**config.mk**
```make
export PLATFORM = sky130hd
export DESIGN_NAME = seq_encoder_16to4
export DESIGN_NICKNAME = d
export VERILOG_FILES = /design/src/rtl/enc_pkg.sv /design/src/rtl/prio_enc16.sv /design/src/rtl/seq_encoder_16to4.sv
export SDC_FILE = /design/constraint.sdc
export NUM_CORES = 1
export LEC_CHECK = 0
export CORE_MARGIN = 3
export CORE_UTILIZATION = 52
export DETAILED_ROUTE_END_ITERATION = 8
export PLACE_DENSITY = 0.82
export SKIP_CTS_REPAIR_TIMING = 1
export SYNTH_ARGS = -nofsm -noshare
export SYNTH_HDL_FRONTEND = slang
export SYNTH_SLANG_ARGS = --single-unit
```
**constraint.sdc**
```tcl
create_clock -name clk -period 2.9 [get_ports clk]
set_input_delay 0.87 -clock clk [delete_from_list [all_inputs] [get_ports clk]]
set_output_delay 0.87 -clock clk [all_outputs]
set_load 0.03 [all_outputs]
```
**src/rtl/enc_pkg.sv**
```systemverilog
// Shared types and sizes for the sequential 16-to-4 encoder.
// Scan direction is chosen at build time by ENC_MSB_FIRST_EN (see prio_enc16).
package enc_pkg;

   localparam int ENC_WIDTH = 16;
   localparam int ENC_IDX_W = 4;

   typedef enum logic [0:0] {
      IDLE = 1'b0,
      SCAN = 1'b1
   } enc_state_t;

endpackage

```
**src/rtl/prio_enc16.sv**
```systemverilog
// Combinational priority encoder: pending vector -> index of the bit to emit next.
// Default picks the lowest set bit; with ENC_MSB_FIRST_EN defined it picks the highest.
module prio_enc16
   import enc_pkg::*;
#(
   parameter int WIDTH = ENC_WIDTH
) (
   input  logic [WIDTH-1:0]         i_vec,
   output logic [$clog2(WIDTH)-1:0] o_idx,
   output logic                     o_any
);

   localparam int IDX_W = $clog2(WIDTH);

   // NOTE: o_idx gets a default before the loop so no path leaves it unassigned (no latch).
   always_comb begin
      o_idx = '0;
`ifdef ENC_MSB_FIRST_EN
      // Ascending walk: the last hit, i.e. the highest set bit, wins.
      for (int i = 0; i < WIDTH; i++) begin
         if (i_vec[i]) o_idx = IDX_W'(i);
      end
`else
      // Descending walk: the last hit, i.e. the lowest set bit, wins.
      for (int i = WIDTH - 1; i >= 0; i--) begin
         if (i_vec[i]) o_idx = IDX_W'(i);
      end
`endif
   end

   assign o_any = |i_vec;

endmodule

```
**src/rtl/seq_encoder_16to4.sv**
```systemverilog
// Sequential encoder: accepts a multi-hot vector and streams the index of each set bit,
// one per handshake. ENC_MSB_FIRST_EN selects highest-first scanning instead of lowest-first.
module seq_encoder_16to4
   import enc_pkg::*;
#(
   parameter int WIDTH = ENC_WIDTH
) (
   input  logic                     clk,
   input  logic                     rst_n,
   input  logic                     en,
   input  logic [WIDTH-1:0]         req,
   input  logic                     req_valid,
   output logic                     req_ready,
   output logic [$clog2(WIDTH)-1:0] idx,
   output logic                     idx_valid,
   input  logic                     idx_ready,
   output logic                     idx_last,
   output logic                     none
);

   localparam int IDX_W = $clog2(WIDTH);

   enc_state_t       r_state;
   enc_state_t       w_state_nxt;
   logic [WIDTH-1:0] r_pend;
   logic [WIDTH-1:0] w_pend_nxt;
   logic             r_none;
   logic             w_none_nxt;
   logic             r_live;

   logic [IDX_W-1:0] w_idx;
   logic             w_any;
   logic             w_last;
   logic [WIDTH-1:0] w_pend_m1;
   logic [WIDTH-1:0] w_bit;
   logic             w_accept;
   logic             w_beat;

   prio_enc16 #(
      .WIDTH (WIDTH)
   ) u_prio (
      .i_vec (r_pend),
      .o_idx (w_idx),
      .o_any (w_any)
   );

   // Exactly one bit set: clearing the lowest set bit leaves nothing behind.
   assign w_pend_m1 = r_pend - {{(WIDTH-1){1'b0}}, 1'b1};
   assign w_last    = w_any && ((r_pend & w_pend_m1) == '0);
   assign w_bit     = {{(WIDTH-1){1'b0}}, 1'b1} << w_idx;

   // r_live keeps req_ready low while reset is held and for the release edge.
   assign req_ready = r_live && (r_state == IDLE) && en;
   assign idx_valid = (r_state == SCAN) && en;
   assign idx       = w_idx;
   assign idx_last  = w_last;
   assign none      = r_none;

   assign w_accept  = req_valid && req_ready;
   assign w_beat    = idx_valid && idx_ready;

   // With en=0 neither handshake can fire, so state and pend hold by construction.
   always_comb begin
      w_state_nxt = r_state;
      w_pend_nxt  = r_pend;
      w_none_nxt  = 1'b0;
      case (r_state)
         IDLE: begin
            if (w_accept) begin
               w_pend_nxt = req;
               if (req == '0) begin
                  w_none_nxt = 1'b1;
               end else begin
                  w_state_nxt = SCAN;
               end
            end
         end
         SCAN: begin
            if (w_beat) begin
               if (w_last) begin
                  w_state_nxt = IDLE;
                  w_pend_nxt  = '0;
               end else begin
                  w_pend_nxt = r_pend & ~w_bit;
               end
            end
         end
         default: begin
            w_state_nxt = IDLE;
            w_pend_nxt  = '0;
         end
      endcase
   end

   // NOTE: sequential state uses non-blocking assignments so every flop samples pre-edge values.
   always_ff @(posedge clk or negedge rst_n) begin
      if (!rst_n) begin
         r_state <= IDLE;
         r_pend  <= '0;
         r_none  <= 1'b0;
         r_live  <= 1'b0;
      end else begin
         r_state <= w_state_nxt;
         r_pend  <= w_pend_nxt;
         r_none  <= w_none_nxt;
         r_live  <= 1'b1;
      end
   end

endmodule

```
==> results of run 1 <==
==> layer usage <==
| layer | wire [µm] | part of all wire (%) | track usage [%] |
|---|---|---|---|
| met5 | 0 | 0 | 0 |
| met2 | 2420 | 49 | 47.7 |
| met3 | 455 | 9.3 | 4.10 |
| met1 | 1940 | 40 | 39.0 |
| met4 | 80 | 1.6 | 12.0 |
==> cell usage after synthesis, types with 2 or more instances <==
cell type	n
nand2_1	23
dfrtp_1	19
nor2_1	14
clkbuf_1	11
a21oi_1	8
nand3b_1	8
o21ai_0	8
nand3_1	7
o211ai_1	6
a22oi_1	5
nor3b_1	5
nor4_1	5
o21ai_1	5
inv_1	4
or3_1	4
or4_1	4
a31oi_1	3
buf_2	3
nor3_1	3
o311ai_0	3
o31ai_1	3
and2_1	2
o22ai_1	2
o311ai_1	2
==> state kept, by name, summed over array words and instances, names as in the netlist <==
signal   flops
r_state      1
r_pend      16
none         1
r_live       1
==> worst min path at each step <==
stage | start | to | slack (ns) | depth (start not counted)
finish | r_pend[6] | r_pend[6] | 0.65 | 2
floorplan | r_pend[13] | r_pend[13] | 0.55 | 2
CTS | r_pend[0] | r_pend[0] | 0.56 | 2
global placement | r_pend[0] | r_pend[0] | 0.52 | 2
global route | rst_n | r_live | 0.68 | 1
detailed placement | r_pend[0] | r_pend[0] | 0.53 | 2
==> kinds of logic after synthesis <==
kind of cell	share of synthesized area, %
AND/OR/NAND/NOR	31.6
AO/OA/AOI/OAI	30.2
buffers and inverters	4.98
flip-flops	31.6
multiplexers	0.747
adder cells (fa/ha/maj)	0.664
other	0.249
==> stage by stage <==
step	cell area (µm²)	TNS [ns]	util [%]	total power, µW
2_1_floorplan	1530	-0.0446	-	578
3_3_place_gp	1990	0	76.1	763
3_5_place_dp	1990	-0.0111	76.1	777
4_1_cts	2010	-0.897	77.1	910
5_1_grt	2090	-0.492	80.1	991
6_report	2090	-0.268	80.1	932
==> where the power goes <==
group | total [µW] | leakage (µW) | switching, µW | internal [µW]
sequential | 325 | 0.000192 | 36.7 | 288
combinational | 472 | 0.000671 | 268 | 205
clock | 134 | 0.0000150 | 80.9 | 53.5
==> tightest hold or removal path, delay by kind of cell, from the launching register on <==
family	cells	cell delay [ns]
compound gates	1	0.10
flops	1	0.45
simple gates	1	0.07
==> layout make-up <==
class / instances / area, µm² / share of cell area, %
flip-flops and latches: 19 / 477 / 22.8
inverters: 4 / 15.0 / 0.718
repair buffers: 60 / 517 / 24.7
clock buffers: 4 / 26.3 / 1.26
well taps: 30 / 37.5 / 1.79
multi-input cells: 145 / 1020 / 48.7
==> results.py, run 1 <==
metrics = {
    "floorplan": {
        "num_rows": 18,
        "initial_core_util_pct": 57.7,
        "die_w_um": 59.8,
        "core_um2": 2610,
        "fp.dieArea_um2": 3580,
        "die_y_um": 59.8,
        "ioPinCount": 29,
    },
    "critical_path": {
        "critPathMaxFanout": 5,
        "slowest_delay_ns": 0.62,
        "worst_path_max_delay_cell": "or4_4",
        "required_ns": 2.03,
        "crit_start": "r_pend[0]",
        "start_kind": "flip-flop",
        "r2r_start": "r_pend[13]",
        "critPathKind": "flip-flop to output port",
        "critPathBufInv": 1,
        "end_kind": "output port",
        "r2r_end": "r_pend[14]",
        "endpoint": "idx_last",
        "cp_cell_sequence": "or4_4 -> o31ai_4 -> o2bb2ai_4 -> nand3_2 -> nor4b_4 -> buf_6",
        "path_delay_family": "simple AND/OR/NAND/NOR gates",
        "r2r_cells": 8,
        "cp_num_cells": 6,
        "rrSetupSlack_ns": 0.65,
        "arrival_ns": 2.30,
    },
    "routing": {
        "route.vias.total": 1762,
        "drc": 0,
        "via_per_inst": 6.73,
        "final_antenna_net_count": 0,
        "drt_iter0_drc": 119,
        "drt-total-wl_um": 4910,
        "dr.pass1.iters": 6,
        "wl_per_cell_um": 18.7,
    },
    "timing": {
        "maxSlewViolCount": 0,
        "fmax_ghz": 0.316,
        "hold_viol": 0,
        "skew_ns": 0.00757,
        "timing.final.ws_setup_ns": -0.268,
        "hold_ws_ns": 0.651,
        "setup_violations": 1,
        "period_needed_ns": 3.17,
        "rsz0062_at_grt": "yes",
        "period_share_pct": 109,
    },
    "clock_network": {
        "cts_buffers": 3,
        "clock_latency_ns": 0.29,
        "cts.sinks": 19,
        "path_clk_slew_ns": 0.11,
        "root_buffer": "clkbuf_4",
        "cts_buffer_depth": 2,
        "htreeDepth": 1,
        "tritoncts": "built",
    },
    "final_layout": {
        "nets": 254,
        "drive_above_1_share_pct": 26.3,
        "fillerInstances": 168,
        "syn_to_final_growth_pct": 38.9,
        "layout.cells.most_common": "buf_4",
        "final_cell_mix": "buf_4 (36), nand2_1 (22), clkdlybuf4s50_1 (21)",
        "antenna_cells": 0,
        "final_cells": 262,
    },
    "synthesis": {
        "synth.distinct_cells": 50,
        "yosysTopAreaCellShare_pct": 31.6,
        "syn_inst": 183,
        "ys_seq_area_share_pct": 31.6,
        "synthesis.nets": 204,
        "syn-cell-area_um2": 1510,
        "synth_area_leaders": "dfrtp_1 (32%), nand2_1 (5.7%), nand3b_1 (4.0%)",
        "synthesis.area_per_instance_um2": 8.23,
        "ys.flop_type": "dfrtp_1",
        "synth_warnings": 0,
        "yosys_register_bits": 19,
        "synth_edf_count": 0,
        "synthArstFlopShare_pct": 100,
        "synth_top_area_cell": "dfrtp_1",
    },
    "status": {
        "status": "complete, but fails checks",
        "violations": "setup timing",
    },
    "placed_design": {
        "dpl_worst_slack_ns": -0.0111,
        "dp_cells": 254,
        "routabilityCongestion": 0.900,
        "portBuffers": 28,
        "dpl.hpwl_um": 3700,
    },
    "min_path": {
        "holdCritPathClass": "flip-flop to flip-flop",
    },
    "global_route": {
        "grt_usage_pct": 29.3,
        "grt_pass1_wl_um": 7950,
        "overflow": 0,
        "antenna_found_initial": 0,
        "first_global_vias": 1724,
        "grt_max_degree": 28,
    },
    "pwr": {
        "cellPowerDensity_nw_per_um2": 445,
        "vdd_ir_drop_max_mv": 0.570,
        "power.leakage_uw": 0.000878,
    },
    "job": {
        "maxCapViolCount": 0,
    },
}
No activity file was read; power rests on OpenSTA's default activity.
==> run 2: changes to the inputs <==
--- a/config.mk
+++ b/config.mk
@@ -5,6 +5,7 @@
 export SDC_FILE = /design/constraint.sdc
 export NUM_CORES = 1
 export LEC_CHECK = 0
+export CORE_ASPECT_RATIO = 0.5
 export CORE_MARGIN = 3
 export CORE_UTILIZATION = 52
 export DETAILED_ROUTE_END_ITERATION = 8
==> run 2 against run 1 <==
Compared with the run above: largest cell class unchanged; the flow still finishes with violations (setup timing); utilization up 1.8 points; sequential power about the same; sequential share of layout area down 0.93 points.
==> results.py, run 2 (synthesis results as in run 1) <==
metrics = {
    "critical_path": {
        "worst_path_max_delay_cell": "or4_4",
        "critPathKind": "flip-flop to output port",
        "arrival_ns": 2.28,
        "start_kind": "flip-flop",
        "cp_cell_sequence": "or4_4 -> buf_4 -> nor3_1 -> mux2_2 -> nor4b_4 -> buf_6",
        "critPathBufInv": 2,
        "critPathMaxFanout": 4,
        "required_ns": 2.03,
        "end_kind": "output port",
        "slowest_delay_ns": 0.60,
        "path_delay_family": "simple AND/OR/NAND/NOR gates",
    },
    "routing": {
        "final_antenna_net_count": 0,
        "via_per_inst": 6.60,
        "wl_per_cell_um": 19.3,
        "dr.pass1.iters": 5,
        "route.vias.total": 1821,
        "drt-total-wl_um": 5340,
        "drc": 0,
        "drt_iter0_drc": 238,
    },
    "pwr": {
        "p_sw_uw": 419,
        "vdd_ir_drop_max_mv": 0.381,
        "p_seq_share_pct": 31.0,
        "p_total_uw": 1050,
        "cellPowerDensity_nw_per_um2": 478,
        "p_sw_share_pct": 39.9,
        "cell_internal_pwr_uw": 631,
        "power.leakage_uw": 0.000922,
        "clock_power_share_pct": 17.2,
        "comb_power_share_pct": 51.8,
    },
    "global_route": {
        "grt_usage_pct": 29.3,
        "grt_max_degree": 25,
        "overflow": 0,
        "grt_pass1_wl_um": 7980,
        "first_global_vias": 1662,
        "antenna_found_initial": 0,
    },
    "timing": {
        "fin_setup_tns_ns": -0.254,
        "skew_ns": 0.00329,
        "timing.final.ws_setup_ns": -0.254,
        "rsz0062_at_grt": "yes",
        "maxSlewViolCount": 0,
        "period_needed_ns": 3.15,
        "hold_viol": 0,
        "setup_violations": 1,
        "period_share_pct": 109,
        "fmax_ghz": 0.317,
    },
    "final_layout": {
        "final_area_um2": 2200,
        "syn_to_final_growth_pct": 45.9,
        "layout.cells.most_common": "buf_4",
        "top_register": "r_pend",
        "final_cell_mix": "buf_4 (42), nand2_1 (23), clkdlybuf4s50_1 (21)",
        "multi_input_area_um2": 1040,
        "seq_area_um2": 480,
        "largest_reg_flops": 16,
        "nets": 261,
        "antenna_cells": 0,
        "final_util_pct": 81.9,
        "drive_above_1_share_pct": 29.3,
        "fillerInstances": 178,
    },
    "clock_network": {
        "cts_buffers": 3,
        "path_clk_slew_ns": 0.07,
        "tritoncts": "built",
        "cts_buffer_depth": 2,
        "htreeDepth": 1,
        "root_buffer": "clkbuf_8",
        "clock_latency_ns": 0.25,
        "cts.sinks": 19,
    },
    "placed_design": {
        "dpl.hpwl_um": 3750,
        "dpl_worst_slack_ns": -0.0401,
        "placed_area_um2": 2010,
        "routabilityCongestion": 0.961,
        "portBuffers": 28,
    },
    "min_path": {
        "holdCritPathClass": "flip-flop to flip-flop",
    },
    "job": {
        "maxCapViolCount": 0,
    },
    "status": {
        "violations": "setup timing",
        "status": "complete, but fails checks",
    },
    "floorplan": {
        "die_y_um": 44.1,
        "die_w_um": 82.1,
        "num_rows": 13,
        "ioPinCount": 29,
        "fp.dieArea_um2": 3620,
        "core_um2": 2680,
        "initial_core_util_pct": 56.1,
    },
}
==> run 2: worst paths after layout <==
| path | start | to | slack, ns | cells past startpoint |
|---|---|---|---|---|
| max reg2reg | r_pend[5] | r_pend[10] | 0.57 | 8 |
| min in group asynchronous | rst_n | r_pend[9] | 0.95 | 2 |
| max in group asynchronous | rst_n | r_pend[1] | 1.73 | 2 |
| min | r_state | r_pend[0] | 0.67 | 2 |
| max | r_pend[5] | idx_last | -0.25 | 6 |
| min reg2reg | r_state | r_pend[0] | 0.67 | 2 |
==> run 2: cell type report <==
class                           instances  share of cell area [%]
Clock buffer                            4                    2.05
Inverter                                4                   0.683
Multi-Input combinational cell        145                    47.2
Sequential cell                        19                    21.9
Tap cell                               37                    2.11
Timing Repair Buffer                   67                    26.1
==> run 2: layer usage <==
metal	routed length (µm)	share of wire [%]	vias up	global-route usage, %
li1	-	-	810	-
met1	2250	42	850	41.8
met2	2340	44	143	44.0
met3	651	12	18	8.74
met4	104	1.9	0	7.62
met5	0	0	-	0
==> run 2: worst register-to-register path, delay by kind of cell (launching register included) <==
kind,cells,cell delay [ns]
simple gates,3,0.88
mux,1,0.38
buf+inv,2,0.32
compound gates,2,0.24
flops,1,0.42
==> run 2: power groups by stage <==
| stage | Clock [µW] | Combinational (µW) | Sequential (µW) |
|---|---|---|---|
| 6_report | 181 | 544 | 325 |
| 5_1_grt | 191 | 583 | 328 |
| 4_1_cts | 184 | 468 | 325 |
| 3_5_place_dp | 0 | 464 | 330 |
| 3_3_place_gp | 0 | 454 | 326 |
| 2_1_floorplan | 0 | 279 | 298 |
==> run 2: stage by stage <==
stage / hold slack, ns / std cells
finish: 0.670 / 276
global route: 0.724 / 276
CTS: 0.654 / 267
detailed placement: 0.638 / 263
global placement: 0.616 / 263
floorplan: 0.549 / 183
